===== config.mk =====
export PLATFORM = sky130hd
export DESIGN_NAME = mode_sequencer_flat
export DESIGN_NICKNAME = d
export VERILOG_FILES = /design/src/rtl/mode_seq_pkg.sv /design/src/rtl/mode_sequencer_if.sv /design/src/rtl/mode_sequencer_operand_entry.sv /design/src/rtl/mode_sequencer.sv /design/src/flat_wrapper.sv
export SDC_FILE = /design/constraint.sdc
export NUM_CORES = 1
export LEC_CHECK = 0
export CAP_MARGIN = 25
export CORE_ASPECT_RATIO = 1.1
export CORE_MARGIN = 3
export CORE_UTILIZATION = 40
export CTS_CLUSTER_SIZE = 20
export DETAILED_ROUTE_END_ITERATION = 8
export SYNTH_ARGS = -nofsm -noshare
export SYNTH_HDL_FRONTEND = slang
export SYNTH_SLANG_ARGS = --single-unit

===== constraint.sdc =====
create_clock -name clk -period 5.05 [get_ports clk]
set_input_delay 0.7575 -clock clk [delete_from_list [all_inputs] [get_ports clk]]
set_output_delay 0.7575 -clock clk [all_outputs]
set_load 0.02 [all_outputs]

===== src/rtl/mode_seq_pkg.sv =====
// Shared key codes, stopwatch command encodings and sequencer state enumeration.
package mode_seq_pkg;

    localparam int unsigned KEY_W       = 4;
    localparam int unsigned OPERAND_W   = 7;
    localparam int unsigned SW_CMD_W    = 2;
    localparam int unsigned DIGIT_CNT_W = 2;
    localparam int unsigned MAX_DIGITS  = 2;

    localparam logic [KEY_W-1:0] KEY_MAX_DIGIT = 4'd9;
    localparam logic [KEY_W-1:0] KEY_CLEAR     = 4'd10;
    localparam logic [KEY_W-1:0] KEY_START     = 4'd11;
    localparam logic [KEY_W-1:0] KEY_RESUME    = 4'd12;
    localparam logic [KEY_W-1:0] KEY_STOP      = 4'd13;
    localparam logic [KEY_W-1:0] KEY_ADD       = 4'd14;
    localparam logic [KEY_W-1:0] KEY_SUB       = 4'd15;

    typedef enum logic [SW_CMD_W-1:0] {
        SW_STOP  = 2'd0,
        SW_RUN   = 2'd1,
        SW_CLEAR = 2'd2
    } sw_cmd_e;

    typedef enum logic [2:0] {
        SW,
        CALC_A,
        CALC_B,
        EXEC,
        RESULT
    } state_e;

    // Keys 0-9 are numeric digits; everything above is a command key.
    function automatic logic is_digit(input logic [KEY_W-1:0] k);
        return (k <= KEY_MAX_DIGIT);
    endfunction

    // Add and subtract share the operator-select behaviour.
    function automatic logic is_op_key(input logic [KEY_W-1:0] k);
        return (k == KEY_ADD) || (k == KEY_SUB);
    endfunction

endpackage


===== src/rtl/mode_sequencer_if.sv =====
// Keypad/calculator/stopwatch signal bundle for the mode sequencer.
interface mode_sequencer_if;
    import mode_seq_pkg::*;

    logic [KEY_W-1:0]     key;
    logic                 key_valid;
    logic                 calc_done;
    logic                 mode;
    logic [SW_CMD_W-1:0]  sw_cmd;
    logic                 lap_capture;
    logic [OPERAND_W-1:0] operand_a;
    logic [OPERAND_W-1:0] operand_b;
    logic                 op;
    logic                 calc_start;
    logic                 result_valid;
    logic                 calc_error;

    // Keypad / calculator side: drives keys and done, observes sequencer outputs.
    modport master (
        output key, key_valid, calc_done,
        input  mode, sw_cmd, lap_capture, operand_a, operand_b,
               op, calc_start, result_valid, calc_error
    );

    // Sequencer side.
    modport slave (
        input  key, key_valid, calc_done,
        output mode, sw_cmd, lap_capture, operand_a, operand_b,
               op, calc_start, result_valid, calc_error
    );

endinterface


===== src/rtl/mode_sequencer_operand_entry.sv =====
// Operand register with a two-digit entry counter (clear, load-digit, accumulate).
module operand_entry
    import mode_seq_pkg::*;
(
    input  logic                 clk,
    input  logic                 rst,
    input  logic                 clr,
    input  logic                 load,
    input  logic                 acc,
    input  logic [KEY_W-1:0]     digit,
    output logic [OPERAND_W-1:0] value
);

    logic [OPERAND_W-1:0]   value_q, value_d;
    logic [DIGIT_CNT_W-1:0] cnt_q, cnt_d;

    // Clear beats load beats accumulate; a third accumulated digit is dropped.
    always_comb begin
        value_d = value_q;
        cnt_d   = cnt_q;
        if (clr) begin
            value_d = '0;
            cnt_d   = '0;
        end else if (load) begin
            value_d = OPERAND_W'(digit);
            cnt_d   = DIGIT_CNT_W'(1);
        end else if (acc && (cnt_q < DIGIT_CNT_W'(MAX_DIGITS))) begin
            value_d = OPERAND_W'(value_q * OPERAND_W'(10)) + OPERAND_W'(digit);
            cnt_d   = cnt_q + DIGIT_CNT_W'(1);
        end
    end

    // Operand and digit-count registers.
    always_ff @(posedge clk) begin
        if (rst) begin
            value_q <= '0;
            cnt_q   <= '0;
        end else begin
            value_q <= value_d;
            cnt_q   <= cnt_d;
        end
    end

    assign value = value_q;

endmodule


===== src/rtl/mode_sequencer.sv =====
// Keypad mode sequencer: routes keys to a stopwatch or a two-operand calculator.
// Optional EXEC timeout is built only when MODE_SEQ_TIMEOUT_EN is defined.
module mode_sequencer
    import mode_seq_pkg::*;
#(
    parameter int unsigned TIMEOUT_CYCLES = 1023
) (
    input  logic              clk,
    input  logic              rst,
    mode_sequencer_if.slave   bus
);

    state_e  state_q, state_d;
    sw_cmd_e sw_cmd_q, sw_cmd_d;
    logic    mode_q, mode_d;
    logic    lap_q, lap_d;
    logic    op_q, op_d;
    logic    start_q, start_d;
    logic    rv_q, rv_d;

    logic    a_clr, a_load, a_acc;
    logic    b_clr, b_acc;
    logic    tmo_hit_c;

    logic [OPERAND_W-1:0] opa_val, opb_val;

    logic             kv;
    logic [KEY_W-1:0] k;

    assign kv = bus.key_valid;
    assign k  = bus.key;

    operand_entry u_operand_a (
        .clk   (clk),
        .rst   (rst),
        .clr   (a_clr),
        .load  (a_load),
        .acc   (a_acc),
        .digit (k),
        .value (opa_val)
    );

    operand_entry u_operand_b (
        .clk   (clk),
        .rst   (rst),
        .clr   (b_clr),
        .load  (1'b0),
        .acc   (b_acc),
        .digit (k),
        .value (opb_val)
    );

    // Next-state and next-output decode for every key / done event.
    always_comb begin
        state_d  = state_q;
        sw_cmd_d = sw_cmd_q;
        op_d     = op_q;
        rv_d     = rv_q;
        lap_d    = 1'b0;
        start_d  = 1'b0;
        a_clr    = 1'b0;
        a_load   = 1'b0;
        a_acc    = 1'b0;
        b_clr    = 1'b0;
        b_acc    = 1'b0;

        case (state_q)
            SW: begin
                if (kv) begin
                    if (k == KEY_START) begin
                        sw_cmd_d = SW_RUN;
                        lap_d    = 1'b1;
                    end else if (k == KEY_RESUME) begin
                        sw_cmd_d = SW_RUN;
                    end else if (k == KEY_STOP) begin
                        sw_cmd_d = SW_STOP;
                    end else if (k == KEY_CLEAR) begin
                        sw_cmd_d = SW_CLEAR;
                    end else if (is_op_key(k)) begin
                        op_d    = (k == KEY_SUB);
                        a_clr   = 1'b1;
                        b_clr   = 1'b1;
                        rv_d    = 1'b0;
                        state_d = CALC_A;
                    end
                end
            end

            CALC_A, CALC_B: begin
                if (kv) begin
                    if (is_digit(k)) begin
                        a_acc = (state_q == CALC_A);
                        b_acc = (state_q == CALC_B);
                    end else if (is_op_key(k)) begin
                        op_d    = (k == KEY_SUB);
                        state_d = CALC_B;
                    end else if (k == KEY_START) begin
                        // Equals needs a second operand slot to be open.
                        if (state_q == CALC_B) begin
                            start_d = 1'b1;
                            state_d = EXEC;
                        end
                    end else if (k == KEY_CLEAR) begin
                        a_clr   = 1'b1;
                        b_clr   = 1'b1;
                        state_d = CALC_A;
                    end else if (k == KEY_STOP) begin
                        rv_d    = 1'b0;
                        state_d = SW;
                    end
                end
            end

            EXEC: begin
                // Keys are dropped here; calc_done wins any coincidence.
                if (bus.calc_done) begin
                    rv_d    = 1'b1;
                    state_d = RESULT;
                end else if (tmo_hit_c) begin
                    rv_d    = 1'b0;
                    state_d = RESULT;
                end
            end

            RESULT: begin
                if (kv) begin
                    if (is_digit(k)) begin
                        a_load  = 1'b1;
                        b_clr   = 1'b1;
                        rv_d    = 1'b0;
                        state_d = CALC_A;
                    end else if (is_op_key(k)) begin
                        b_clr   = 1'b1;
                        op_d    = (k == KEY_SUB);
                        state_d = CALC_B;
                    end else if (k == KEY_STOP) begin
                        rv_d    = 1'b0;
                        state_d = SW;
                    end
                end
            end

            default: state_d = SW;
        endcase

        mode_d = (state_d != SW);
    end

    // Sequencer state and registered outputs.
    always_ff @(posedge clk) begin
        if (rst) begin
            state_q  <= SW;
            sw_cmd_q <= SW_STOP;
            mode_q   <= 1'b0;
            lap_q    <= 1'b0;
            op_q     <= 1'b0;
            start_q  <= 1'b0;
            rv_q     <= 1'b0;
        end else begin
            state_q  <= state_d;
            sw_cmd_q <= sw_cmd_d;
            mode_q   <= mode_d;
            lap_q    <= lap_d;
            op_q     <= op_d;
            start_q  <= start_d;
            rv_q     <= rv_d;
        end
    end

`ifdef MODE_SEQ_TIMEOUT_EN
    localparam int unsigned CNT_W = (TIMEOUT_CYCLES > 1) ? $clog2(TIMEOUT_CYCLES) : 1;

    logic [CNT_W-1:0] tmo_cnt_q, tmo_cnt_d;
    logic             err_q, err_d;

    assign tmo_hit_c = (tmo_cnt_q == CNT_W'(TIMEOUT_CYCLES - 1));

    // Count EXEC cycles without calc_done; the counter idles at zero elsewhere.
    always_comb begin
        tmo_cnt_d = '0;
        if ((state_q == EXEC) && !bus.calc_done && !tmo_hit_c) begin
            tmo_cnt_d = tmo_cnt_q + CNT_W'(1);
        end
    end

    // Error flags a timed-out EXEC and clears on every fresh entry into CALC_A.
    always_comb begin
        err_d = err_q;
        if ((state_q == EXEC) && !bus.calc_done && tmo_hit_c) begin
            err_d = 1'b1;
        end else if ((state_d == CALC_A) && (state_q != CALC_A)) begin
            err_d = 1'b0;
        end
    end

    // Timeout counter and error flag registers.
    always_ff @(posedge clk) begin
        if (rst) begin
            tmo_cnt_q <= '0;
            err_q     <= 1'b0;
        end else begin
            tmo_cnt_q <= tmo_cnt_d;
            err_q     <= err_d;
        end
    end

    assign bus.calc_error = err_q;
`else
    // TIMEOUT_CYCLES only sizes the timeout counter, which this build omits.
    if (TIMEOUT_CYCLES == 0) begin : g_no_timeout
    end

    assign tmo_hit_c      = 1'b0;
    assign bus.calc_error = 1'b0;
`endif

    assign bus.mode         = mode_q;
    assign bus.sw_cmd       = sw_cmd_q;
    assign bus.lap_capture  = lap_q;
    assign bus.operand_a    = opa_val;
    assign bus.operand_b    = opb_val;
    assign bus.op           = op_q;
    assign bus.calc_start   = start_q;
    assign bus.result_valid = rv_q;

endmodule


===== src/flat_wrapper.sv =====
// flat-port wrapper written by rule: the top's interface ports become plain ports
module mode_sequencer_flat import mode_seq_pkg::*;
#(
    parameter int unsigned TIMEOUT_CYCLES = 1023
)
  (clk, rst, bus_key, bus_key_valid, bus_calc_done, bus_mode, bus_sw_cmd, bus_lap_capture, bus_operand_a, bus_operand_b, bus_op, bus_calc_start, bus_result_valid, bus_calc_error);
  mode_sequencer_if bus_i ();
  input  logic clk;
  input  logic rst;
  input wire logic [$bits(bus_i.key)-1:0] bus_key;
  input wire logic [$bits(bus_i.key_valid)-1:0] bus_key_valid;
  input wire logic [$bits(bus_i.calc_done)-1:0] bus_calc_done;
  output wire logic [$bits(bus_i.mode)-1:0] bus_mode;
  output wire logic [$bits(bus_i.sw_cmd)-1:0] bus_sw_cmd;
  output wire logic [$bits(bus_i.lap_capture)-1:0] bus_lap_capture;
  output wire logic [$bits(bus_i.operand_a)-1:0] bus_operand_a;
  output wire logic [$bits(bus_i.operand_b)-1:0] bus_operand_b;
  output wire logic [$bits(bus_i.op)-1:0] bus_op;
  output wire logic [$bits(bus_i.calc_start)-1:0] bus_calc_start;
  output wire logic [$bits(bus_i.result_valid)-1:0] bus_result_valid;
  output wire logic [$bits(bus_i.calc_error)-1:0] bus_calc_error;
  assign bus_i.key = bus_key;
  assign bus_i.key_valid = bus_key_valid;
  assign bus_i.calc_done = bus_calc_done;
  assign bus_mode = bus_i.mode;
  assign bus_sw_cmd = bus_i.sw_cmd;
  assign bus_lap_capture = bus_i.lap_capture;
  assign bus_operand_a = bus_i.operand_a;
  assign bus_operand_b = bus_i.operand_b;
  assign bus_op = bus_i.op;
  assign bus_calc_start = bus_i.calc_start;
  assign bus_result_valid = bus_i.result_valid;
  assign bus_calc_error = bus_i.calc_error;
  mode_sequencer #(.TIMEOUT_CYCLES(TIMEOUT_CYCLES)) u_core (.clk(clk), .rst(rst), .bus(bus_i));
endmodule

==> flow_metrics.env, run 1 <==
export IMPL_dr_total_vias=1573
export IMPL_power_density_nw_per_um2=200
export IMPL_syn_to_final_growth_pct=16.1
export IMPL_via_per_inst=5.31
export IMPL_remaining_drc_errors=0
export IMPL_critPathCaptureType="flip-flop"
export IMPL_arrival_ns=3.12
export IMPL_setup_tns_final_ns=0
export IMPL_totalPowerFinal_mw=0.460
export IMPL_clk_pin_slew_ns=0.10
export IMPL_ys_seq_elements=28
export IMPL_reg2reg_setup_slack_ns=2.83
export IMPL_wl_um=4060
export IMPL_max_stage_delay_ns=0.76
export IMPL_dp_slack_ns=1.82
export IMPL_post_cts_buffers=0
export IMPL_yosysSeqAreaShare_pct=28.3
export IMPL_crit_type="in2reg"
export IMPL_fp_coreArea_um2=4720
export IMPL_clock_fmax_ghz=0.340
export IMPL_final_cells=296
export IMPL_max_vdd_ir_drop_mv=0.113
export IMPL_fin_worst_skew_ns=0.00235
export IMPL_start_util_pct=41.9
export IMPL_hp_class="reg2reg"
export IMPL_die_area_um2=5830
export IMPL_rows=26
export IMPL_grt_first_pass_wirelength_um=7120
export IMPL_min_to="u_core.bus.sw_cmd[1]"
export IMPL_min_from="u_core.bus.sw_cmd[1]"
export IMPL_io_buffers=28
export IMPL_outcome="completed"
export IMPL_period_share_pct=58.2
export IMPL_syn_inst=222
export IMPL_ys_types=50
export IMPL_syn_avg_cell_area_um2=8.91
export IMPL_placed_cells=292
export IMPL_path_max_fanout=17
export IMPL_mostFrequentLayoutCells="28 x clkdlybuf4s50_1, 28 x dfxtp_1, 16 x nor2_1"
export IMPL_diodes=0
export IMPL_slew_viol_final=0
export IMPL_cts_inserted_buffers=3
export IMPL_crit_start="bus_key[2]"
export IMPL_async_flop_share_pct=0
export IMPL_antenna_left=0
export IMPL_worstMarginPinSlew_ns=0.828
export IMPL_holdPathStages=2
export IMPL_final_util_pct=48.7
export IMPL_setup_ws_ns=2.11
export IMPL_hold_viol=0
export IMPL_routedWlPerCell_um=13.7
export IMPL_setup_violations=0
export IMPL_synth_fp_nets=248
export IMPL_first_iter_violations=50
export IMPL_dieHeight_um=79.8
export IMPL_grt_pass1_vias=1463
export IMPL_cts_tree="yes"
export IMPL_fin_crit_ns=2.94
export IMPL_critical_path_top_delay_family="simple AND/OR/NAND/NOR gates"
export IMPL_whs_ns=0.466
export IMPL_ctsHoldBuffers=0
export IMPL_pin_count=30
export IMPL_cts_path_max_buffers=2
export IMPL_drive_gt1_share_pct=7.50
export IMPL_rsz0062_at_grt="no"
export IMPL_gp_congestion=0.866
export IMPL_first_pass_iters=4
export IMPL_clk_latency_ns=0.28
export IMPL_fin_nets=267
export IMPL_dpl_cell_area_um2=2220
export IMPL_path_buf_inv=1
export IMPL_syn_area_um2=1980
export IMPL_clock_sinks=28
export IMPL_r2r_cells=4
export IMPL_synth_edf_count=0
export IMPL_fin_area_um2=2300
export IMPL_synth_top_flop_cell="dfxtp_1"
export IMPL_cp_start_kind="primary input"
export IMPL_grt_total_usage_pct=15.2
export IMPL_regToRegStartpoint="u_core.state_q[1]"
export IMPL_crit_path_top_delay_cell="clkdlybuf4s50_1"
export IMPL_dieWidth_um=73.1
export IMPL_grt_remaining_overflow=0
export IMPL_yosysWarningCount=0
export IMPL_drv_cap=0
export IMPL_clock_root_buffer="clkbuf_8"
export IMPL_grt_max_degree=19
export IMPL_path_cells="clkdlybuf4s50_1 > o21ai_4 > nand2_2 > nor4b_4 > mux2i_1 > nor2_2"
export IMPL_required_ns=5.23
export IMPL_antenna_found_initial=0
export IMPL_slew_headroom_pct=44.5
export IMPL_hpwl_um=3030
export IMPL_cts_resized=0
export IMPL_htreeDepth=1
export IMPL_leakage_nw=0.826
export IMPL_r2r_end="u_core.u_operand_b.value[0]"
## registers in the layout, summed over array words and instances (netlist names)
signal / count
u_core.bus.mode: 1
u_core.u_operand_a.cnt_q: 2
u_core.bus.calc_start: 1
u_core.state_q: 3
u_core.u_operand_b.cnt_q: 2
u_core.u_operand_b.value: 7
u_core.bus.sw_cmd: 2
u_core.u_operand_a.value: 7
u_core.bus.result_valid: 1
u_core.bus.op: 1
u_core.bus.lap_capture: 1
## routing by layer
layer / track usage (%) / vias to the layer above / part of all wire [%]
met4: 2.21 / 0 / 0.52
met2: 23.5 / 44 / 46
li1: - / 810 / -
met5: 0 / - / 0
met3: 3.02 / 4 / 4.0
met1: 21.9 / 715 / 49
## worst max path at each step
stage                                        endpoint  slack, ns  cells after the start
after floorplan           u_core.u_operand_b.value[5]       2.92                      9
after global placement    u_core.u_operand_b.value[0]       1.87                      6
after detailed placement  u_core.u_operand_b.value[0]       1.82                      6
after CTS                 u_core.u_operand_b.value[0]       2.12                      6
after global routing      u_core.u_operand_b.value[0]       1.89                      6
final                     u_core.u_operand_b.value[0]       2.11                      6
## tightest hold or removal path: stages, from the launching register on
cell and delay, ns:
dfxtp_1 0.32, nand2_1 0.05, a21oi_1 0.05
## area by class of cell
class	instances	area [um2]
multi-input cells	166	1260
well taps	56	70.1
repair buffers	28	280
inverters	14	52.6
fillers	481	2420
flip-flops and latches	28	561
clock buffers	3	41.3
clock inverters	1	30.0
## Yosys cell counts, types with 2 or more instances
cell type	number	area (um2)
xnor2_1	14	123
nand2b_1	3	18.8
buf_6	3	33.8
a311oi_1	2	17.5
nor4_1	2	12.5
buf_2	5	25.0
a211oi_2	3	37.5
mux2i_1	9	90.1
dfxtp_1	28	561
a211oi_1	4	30.0
nor2_2	4	25.0
nor2b_1	7	43.8
nor3b_1	3	22.5
or3_1	2	12.5
and4b_1	2	20.0
inv_1	14	52.6
a21oi_1	14	70.1
o21ai_0	5	25.0
nor3_1	2	10.0
xor2_1	4	35.0
ha_1	14	175
nand4_1	3	18.8
buf_4	6	45.0
a21o_1	2	15.0
nand2_1	15	56.3
a31oi_1	3	18.8
fa_1	4	80.1
nor2_1	16	60.1
o211ai_1	3	22.5
nand3_1	6	30.0
## logic make-up after synthesis
group	synth area share (%)
other cells	0.190
buf+inv	7.91
xor+xnor	7.97
compound gates	16.1
mux	5.12
flops	28.3
fa+ha+maj	12.9
simple gates	21.5
## report_power, final
group,leakage (nW),internal (mW),switching [mW]
clock network,0.0357,0.106,0.0724
registers,0.226,0.223,0.00278
logic,0.564,0.0220,0.0331
No activity file was read; power rests on OpenSTA's default activity.
==> inputs of run 2 (changes only) <==
==> constraint.sdc (replaced) <==
create_clock -name clk -period 2.9 [get_ports clk]
set_input_delay 0.435 -clock clk [delete_from_list [all_inputs] [get_ports clk]]
set_output_delay 0.435 -clock clk [all_outputs]
set_load 0.02 [all_outputs]
==> flow_metrics.env, run 2 (synthesized netlist as in run 1, its figures left out) <==
export IMPL_fin_worst_skew_ns=0.00782
export IMPL_grt_total_usage_pct=16.0
export IMPL_crit_type="in2reg"
export IMPL_grt_max_degree=19
export IMPL_critical_path_top_delay_family="buffers and inverters"
export IMPL_fin_crit_ns=2.13
export IMPL_io_buffers=28
export IMPL_dr_total_vias=1600
export IMPL_fin_nets=274
export IMPL_arrival_ns=2.30
export IMPL_clk_pin_slew_ns=0.09
export IMPL_mostFrequentLayoutCells="28 x clkdlybuf4s50_1, 28 x dfxtp_1, 16 x nor2_1"
export IMPL_hpwl_um=3170
export IMPL_drive_gt1_share_pct=9.76
export IMPL_diodes=0
export IMPL_cts_resized=0
export IMPL_cp_start_kind="primary input"
export IMPL_fp_coreArea_um2=4720
export IMPL_pin_count=30
export IMPL_cts_tree="yes"
export IMPL_first_iter_violations=80
export IMPL_max_vdd_ir_drop_mv=0.182
export IMPL_antenna_left=0
export IMPL_p_int_mw=0.525
export IMPL_period_share_pct=73.6
export IMPL_clock_root_buffer="clkbuf_8"
export IMPL_setup_violations=0
export IMPL_via_per_inst=5.30
export IMPL_critPathCaptureType="flip-flop"
export IMPL_post_cts_buffers=0
export IMPL_ff_latch_area_um2=561
export IMPL_power_density_nw_per_um2=306
export IMPL_clock_sinks=28
export IMPL_required_ns=3.06
export IMPL_outcome="completed"
export IMPL_hold_viol=0
export IMPL_dieWidth_um=73.1
export IMPL_seqPwrFrac_pct=55.4
export IMPL_totalPowerFinal_mw=0.710
export IMPL_slew_headroom_pct=61.7
export IMPL_path_cells="clkdlybuf4s50_1 > buf_4 > nor2b_1 > mux2i_1 > o221ai_1 > a21oi_1 > or3_1"
export IMPL_clk_latency_ns=0.28
export IMPL_start_util_pct=41.9
export IMPL_gp_congestion=0.839
export IMPL_first_pass_iters=4
export IMPL_path_buf_inv=2
export IMPL_p_sw_share_pct=26.1
export IMPL_antenna_found_initial=0
export IMPL_ctsHoldBuffers=0
export IMPL_htreeDepth=1
export IMPL_path_max_fanout=13
export IMPL_remaining_drc_errors=0
export IMPL_clkPwrFrac_pct=30.3
export IMPL_cts_inserted_buffers=3
export IMPL_p_sw_mw=0.185
export IMPL_syn_to_final_growth_pct=17.2
export IMPL_fillers=473
export IMPL_hp_class="reg2reg"
export IMPL_rsz0062_at_grt="no"
export IMPL_wl_um=4170
export IMPL_worstMarginPinSlew_ns=0.574
export IMPL_grt_first_pass_wirelength_um=7420
export IMPL_drv_cap=0
export IMPL_die_area_um2=5830
export IMPL_max_stage_delay_ns=0.61
export IMPL_leakage_nw=0.845
export IMPL_grt_pass1_vias=1655
export IMPL_crit_path_top_delay_cell="clkdlybuf4s50_1"
export IMPL_whs_ns=0.471
export IMPL_routedWlPerCell_um=13.8
export IMPL_cts_path_max_buffers=2
export IMPL_clock_fmax_ghz=0.469
export IMPL_dieHeight_um=79.8
export IMPL_grt_remaining_overflow=0
export IMPL_p_comb_share_pct=14.3
export IMPL_rows=26
export IMPL_multi_input_area_um2=1260
export IMPL_slew_viol_final=0
export IMPL_setup_tns_final_ns=0
run 2: final timing paths:
check	slack [ns]	to	depth (start not counted)	startpoint
setup / recovery	0.77	u_core.bus.mode	7	bus_key[2]
hold / removal	0.47	u_core.bus.sw_cmd[1]	2	u_core.bus.sw_cmd[1]
setup reg to reg	0.85	u_core.u_operand_a.value[6]	7	u_core.u_operand_a.value[1]
hold reg to reg	0.47	u_core.bus.sw_cmd[1]	2	u_core.bus.sw_cmd[1]
run 2: worst register-to-register path: stages (launching register included):
cell and delay (ns):
dfxtp_1 0.43, ha_1 0.26, ha_1 0.19, inv_1 0.06, fa_1 0.44, nor3b_1 0.27, xnor2_1 0.11, a211oi_1 0.22
run 2: metal layers:
metal  vias to the layer above  global-route usage, %  part of all wire, %
met5                         -                      0                    0
met4                         0                   6.27                  1.5
met3                         6                   2.77                  3.8
met2                        35                   23.8                   44
met1                       740                   22.7                   50
li1                        819                      -                    -
run 2: final cells by class:
type / instances / area share [%]
flip-flops and latches: 28 / 24.2
multi-input cells: 166 / 54.4
repair buffers: 35 / 14.4
well taps: 56 / 3.02
inverters: 14 / 2.27
clock buffers: 3 / 1.78
run 2: power by group through the flow:
stage / registers (mW) / clock network (mW) / logic (mW)
6_report: 0.393 / 0.215 / 0.102
5_1_grt: 0.394 / 0.243 / 0.112
4_1_cts: 0.394 / 0.226 / 0.102
3_5_place_dp: 0.402 / 0 / 0.102
3_3_place_gp: 0.403 / 0 / 0.101
2_1_floorplan: 0.405 / 0 / 0.0669
run 2: metrics by stage:
| stage | worst slack, ns | cells | utilization, % | area, um2 |
|---|---|---|---|---|
| finish | 0.766 | 302 | 49.2 | 2320 |
| global route | 0.619 | 302 | 49.2 | 2320 |
| CTS | 0.781 | 302 | 49.2 | 2320 |
| detailed placement | 0.480 | 299 | 48.3 | 2280 |
| global placement | 0.508 | 299 | 48.3 | 2280 |
| floorplan | 0.861 | 222 | - | 1980 |
==> RTL change 1, RTL diff (flow settings as in run 2) <==
`value_q` no longer has a reset.
--- a/src/rtl/mode_sequencer_operand_entry.sv
+++ b/src/rtl/mode_sequencer_operand_entry.sv
@@ -33,12 +33,14 @@
     // Operand and digit-count registers.
     always_ff @(posedge clk) begin
         if (rst) begin
-            value_q <= '0;
             cnt_q   <= '0;
         end else begin
-            value_q <= value_d;
             cnt_q   <= cnt_d;
         end
+    end
+
+    always_ff @(posedge clk) begin
+        value_q <= value_d;
     end
 
     assign value = value_q;
Behaviour: differs if rst is asserted again (counterexample within 4 cycles, from zero or initial values and one cycle with rst high); with rst held inactive, the same outputs for 10 cycles.
==> RTL change 1 against run 2 <==
Die area decreased by 0.11%. Synthesized area down 0.13%. Sequential cell count unchanged. Cell area rose by 1.5%. Routed wire length up 8.5%. Setup slack got worse by 0.037 ns. Critical endpoint is now u_core.u_operand_a.value[3]$_SDFFE_PP0P_. Highest routed layer unchanged.
Power is not compared: it rests on default switching activity, and its combinational part moved more than twofold at a synthesized area within 25%.
==> RTL change 1: results (changes against run 2) <==
| Metric | Value |
|---|---|
| DP Wirelength | `3.25 mm (+2.5%)` |
| Routed wire per std cell | `14.4 um (+4.7%)` |
| Fin Hold WS | `0.490 ns (+0.0190 ns)` |
| Multiplexer share of the synthesized area | `0.0304 (-0.0208)` |
| P_int | `slightly below 700 uW` |
| Reg-to-Reg End | `u_core.u_operand_a.value[3]$_SDFFE_PP0P_` |
| Sequential share of the synthesized area | `0.284 (+0.000359)` |
| Worst hold endpoint | `u_core.u_operand_a.value[5]$_SDFFE_PP0P_` |
| Cells resized by post-CTS repair | `0 (unchanged)` |
| H-tree levels | `1 (unchanged)` |
| Syn_nets | `259 (+4.4%)` |
| Post-synthesis adder-cell area fraction | `0.134 (+0.00523)` |
| NumNets Final | `284 (+3.6%)` |
| XOR/XNOR Fraction of Synth Area | `0.0798 (+0.000101)` |
| Worst slack, placed | `0.504 ns (+0.0245 ns)` |
| FFs w/ async S/R, synth | `0 (unchanged)` |
| Synth cell count leaders | `dfxtp_1, nor2_1, a21oi_1, ha_1, xnor2_1` |
| Global-route wire length before repair | `7.76 mm (+4.6%)` |
| HP Start | `u_core.u_operand_a.value[5]$_SDFFE_PP0P_` |
| CTS Root Cell | `clkbuf_8` |
| Number of global-route vias before repair | `1,569 (-5.2%)` |
| Run status | `complete, no violations` |
| Filler Cell Count | `476 (+0.63%)` |
| Worst R2R Start | `u_core.state_q[2]$_SDFF_PP0_` |
| Gpl congestion | `0.805 (-4.1%)` |
| DRT Pass-1 Iters | `4 (unchanged)` |
| CP max stage delay | `0.54 ns (-0.07 ns)` |
| CTS Buf Count | `3 (unchanged)` |
| GRT Overall Usage | `0.168 (+0.00766)` |
| CP arrival | `2.34 ns (+0.04 ns)` |
| Crit path max-delay cell type | `clkdlybuf4s50_1` |
| Synth top area cells | `dfxtp_1, ha_1, xnor2_1` |
| Pin count of the biggest net entering global routing | `21 (+2)` |
| Leakage | `0.902 nW` |
| Vias/cell | `5.37 (+1.3%)` |
| Fraction of layout cells with a size suffix above 1 | `0.0778 (-0.0197)` |
| Post-CTS setup repair buffer count | `0 (unchanged)` |
| Slew headroom | `0.516 (-0.101)` |
| Synth Area in Compound Gates | `0.172 (+0.0116)` |
| Hold depth | `2 (unchanged)` |
| Synth cell types | `51 (+2.0%)` |
| Worst R2R Setup Slack | `0.76 ns (-0.09 ns)` |
| Worst R2R Path Depth | `5 (-2)` |
| Layout Skew | `0.00685 ns (-0.000965 ns)` |
| Antenna diode count | `0 (unchanged)` |
| DRT iter0 DRCs | `113 (+41%)` |
## RTL change 1: changes by cell type in the layout (fill, tap and decap cells not counted), sizes merged, moves of 2 or more
cell,change
and3,+3
or3b,+2
nor3b,+2
o2111ai,+2
nor3,+9
o211ai,-2
nand2,-5
nor2,+6
mux2i,-3
or3,-2
a311oi,-2
nand4,-2
o22ai,+2
a211oi,-2
## RTL change 1: metrics by stage
| step | cell area, um2 | cells |
|---|---|---|
| CTS | 2350 | 313 |
| finish | 2350 | 313 |
| global route | 2350 | 313 |
| floorplan | 1980 | 233 |
| global placement | 2300 | 309 |
| detailed placement | 2300 | 309 |
## RTL change 1: cell type report
| cell class | count | area share |
|---|---|---|
| multi-input combinational | 176 | 0.543 |
| inverter | 13 | 0.0207 |
| sequential | 28 | 0.238 |
| timing repair buffer | 36 | 0.145 |
| clock buffer | 4 | 0.0234 |
| tap | 56 | 0.0298 |
## RTL change 1: power groups by stage
stage / Combinational (mW) / Sequential [mW] / Clock [mW]
6_report: 0.291 / 0.437 / 0.255
3_5_place_dp: 0.292 / 0.447 / 0
2_1_floorplan: 0.171 / 0.467 / 0
5_1_grt: 0.328 / 0.442 / 0.276
3_3_place_gp: 0.291 / 0.446 / 0
4_1_cts: 0.294 / 0.438 / 0.262
## RTL change 1: worst max-delay path by stage
stage | from | end | slack [ns] | cells past startpoint
4_1_cts | bus_key[1] | u_core.u_operand_a.value[5]$_SDFFE_PP0P_ | 0.80 | 9
3_5_place_dp | bus_key[1] | u_core.u_operand_a.value[3]$_SDFFE_PP0P_ | 0.50 | 7
6_report | bus_key[1] | u_core.u_operand_a.value[3]$_SDFFE_PP0P_ | 0.73 | 7
2_1_floorplan | u_core.u_operand_b.value[1]$_SDFFE_PP0P_ | u_core.u_operand_b.value[6]$_SDFFE_PP0P_ | 0.86 | 7
3_3_place_gp | bus_key[1] | u_core.u_operand_a.value[5]$_SDFFE_PP0P_ | 0.51 | 9
5_1_grt | bus_key[1] | u_core.u_operand_a.value[5]$_SDFFE_PP0P_ | 0.61 | 9
## RTL change 1: logic make-up after synthesis
logic type,count (synthesis)
compound gates,50
xor+xnor,18
fa+ha+maj,19
buf+inv,29
flops,28
mux,6
other cells,1
simple gates,82
## RTL change 1: tightest hold or removal path, delay by kind of cell (launching register included)
kind,cells,cell delay (ns)
simple gates,1,0.06
compound gates,1,0.05
flops,1,0.34
## RTL change 1: layer usage
metal  part of all wire  global-route usage
met1               0.51               0.244
met2               0.44               0.250
met3              0.027              0.0189
met4              0.019              0.0609
met5                  0                   0
==> RTL change 2, RTL diff (config.mk and constraints of run 2) <==
Without the edit above. The option `MODE_SEQ_TIMEOUT_EN` is turned on by a define.
--- a/src/rtl/mode_sequencer.sv
+++ b/src/rtl/mode_sequencer.sv
@@ -1,5 +1,7 @@
 // Keypad mode sequencer: routes keys to a stopwatch or a two-operand calculator.
 // Optional EXEC timeout is built only when MODE_SEQ_TIMEOUT_EN is defined.
+`define MODE_SEQ_TIMEOUT_EN
+
 module mode_sequencer
     import mode_seq_pkg::*;
 #(
Formal check against the unedited RTL: same outputs for any inputs over 10 cycles, from zero or initial values and one cycle with rst high; that may be too few to reach the edited logic, so the function may still have changed.
==> RTL change 2 against run 2 <==
Global-route usage grew 0.24 points. Sequential power increased by 39%. Combinational power up 16%. Routed wire length up 25%. Largest power group unchanged. Synthesized area increased by 23%. Count of clock-buffer cells in the layout rose by 3. Critical path depth stayed put. Setup slack got worse by 0.095 ns. Cell area is 26% higher. Power grew 68%. Sequential cell count up 11. Non-clock buffer count grew 1.
==> RTL change 2: results (changes against run 2) <==
| Metric | Value |
|---|---|
| Vias/cell | `5.28 (-0.37%)` |
| CP max stage delay | `0.72 ns (+0.11 ns)` |
| Clk_lat worst skew | `0.29 ns` |
| Largest Register | `u_core.tmo_cnt_q` |
| DP Wirelength | `3.90 mm (+23%)` |
| Leakage | `1.04 nW (+23%)` |
| Crit path capture | `u_core.u_operand_a.value[6]$_SDFFE_PP0P_` |
| Synth cell types | `52 (+4.0%)` |
| HP Class | `flip-flop to flip-flop` |
| Post-Syn Area per Cell | `8.46 um2 (-5.0%)` |
| Max frequency | `0.449 GHz (-4.2%)` |
| Ys Warns | `0 (unchanged)` |
| Pin count of the biggest net entering global routing | `17 (-2)` |
| Multiplexer share of the synthesized area | `0.0294 (-0.0219)` |
| Post-synthesis adder-cell area fraction | `0.120 (-0.00951)` |
| NumNets Final | `345 (+26%)` |
| Gpl congestion | `0.874 (+4.1%)` |
| Crit path max-delay cell type | `clkdlybuf4s50_1` |
| Final wirelength | `5.21 mm (+25%)` |
| Worst EP required | `3.08 ns (+0.02 ns)` |
| Synth top area cells | `dfxtp_1, ha_1, xnor2_1` |
| CTS Buf Count | `5 (+2)` |
| H-tree levels | `2 (+1)` |
| XOR/XNOR Fraction of Synth Area | `0.0938 (+0.0141)` |
| Placed inst area | `2790 um2 (+23%)` |
| Syn_nets | `315 (+27%)` |
| Actual slew at the worst max-slew pin | `0.634 ns (+0.0603 ns)` |
| Worst Path Max Fanout | `12 (-1)` |
| Inst Count DP | `387 (+29%)` |
| VDD IR-drop max | `341 uV (+88%)` |
| Layout Skew | `0.00975 ns (+0.00193 ns)` |
| Synth cell count leaders | `dfxtp_1, nor2_1, nand2_1` |
| Reg clk slew, reported paths | `0.07 ns (-0.02 ns)` |
| Clock Tree Buf Depth | `2 (unchanged)` |
| FFs w/ async S/R, synth | `0 (unchanged)` |
| Number of global-route vias before repair | `1,967 (+19%)` |
| Synth Area in Compound Gates | `0.154 (-0.00661)` |
| Logic depth of the worst path, buffers included | `7 (unchanged)` |
| Run status | `complete, no violations` |
| Worst R2R Setup Slack | `0.70 ns (-0.15 ns)` |
| Global-route wire length before repair | `9.13 mm (+23%)` |
| DRT iter0 DRCs | `73 (-8.8%)` |
| Number of buffers added on ports | `29 (+3.6%)` |
| Cells resized by post-CTS repair | `0 (unchanged)` |
| Sequential share of the synthesized area | `0.321 (+0.0381)` |
| Fraction of layout cells with a size suffix above 1 | `0.0755 (-0.0221)` |
| GRT Overall Usage | `0.162 (+0.00242)` |
| Worst slack, placed | `0.402 ns (-0.0778 ns)` |
| Final ANT Viol Nets | `0 (unchanged)` |
| Vias post-DR | `2,085 (+30%)` |
-- RTL change 2: worst min-delay path by stage --
stage | from | to | slack, ns | cells after the start
after floorplan | u_core.tmo_cnt_q[0]$_SDFF_PP0_ | u_core.tmo_cnt_q[0]$_SDFF_PP0_ | 0.44 | 1
after global placement | u_core.tmo_cnt_q[0]$_SDFF_PP0_ | u_core.tmo_cnt_q[0]$_SDFF_PP0_ | 0.46 | 1
after detailed placement | u_core.tmo_cnt_q[0]$_SDFF_PP0_ | u_core.tmo_cnt_q[0]$_SDFF_PP0_ | 0.47 | 1
after CTS | u_core.tmo_cnt_q[0]$_SDFF_PP0_ | u_core.tmo_cnt_q[0]$_SDFF_PP0_ | 0.49 | 1
after global routing | u_core.bus.op$_SDFFE_PP0P_ | u_core.bus.op$_SDFFE_PP0P_ | 0.50 | 2
final | u_core.tmo_cnt_q[0]$_SDFF_PP0_ | u_core.tmo_cnt_q[0]$_SDFF_PP0_ | 0.48 | 1
-- RTL change 2: layer usage --
layer	up-vias	wire, um	track usage	part of all wire
met3	8	185	0.0442	0.036
met2	43	2430	0.267	0.47
met1	977	2540	0.212	0.49
met4	0	61	0.0399	0.012
met5	-	0	0	0
li1	1057	-	-	-
-- RTL change 2: report_power, final --
part	switching [mW]	leakage [nW]	internal [mW]
Combinational	0.0662	0.656	0.0518
Sequential	0.00669	0.315	0.541
Clock	0.182	0.0654	0.344
-- RTL change 2: layout make-up --
cell class,instances,area (um2)
Clock buffer,6,72.6
Clock inverter,2,60.1
Fill cell,555,2920
Inverter,15,56.3
Multi-Input combinational cell,220,1520
Sequential cell,39,781
Tap cell,77,96.3
Timing Repair Buffer,36,343
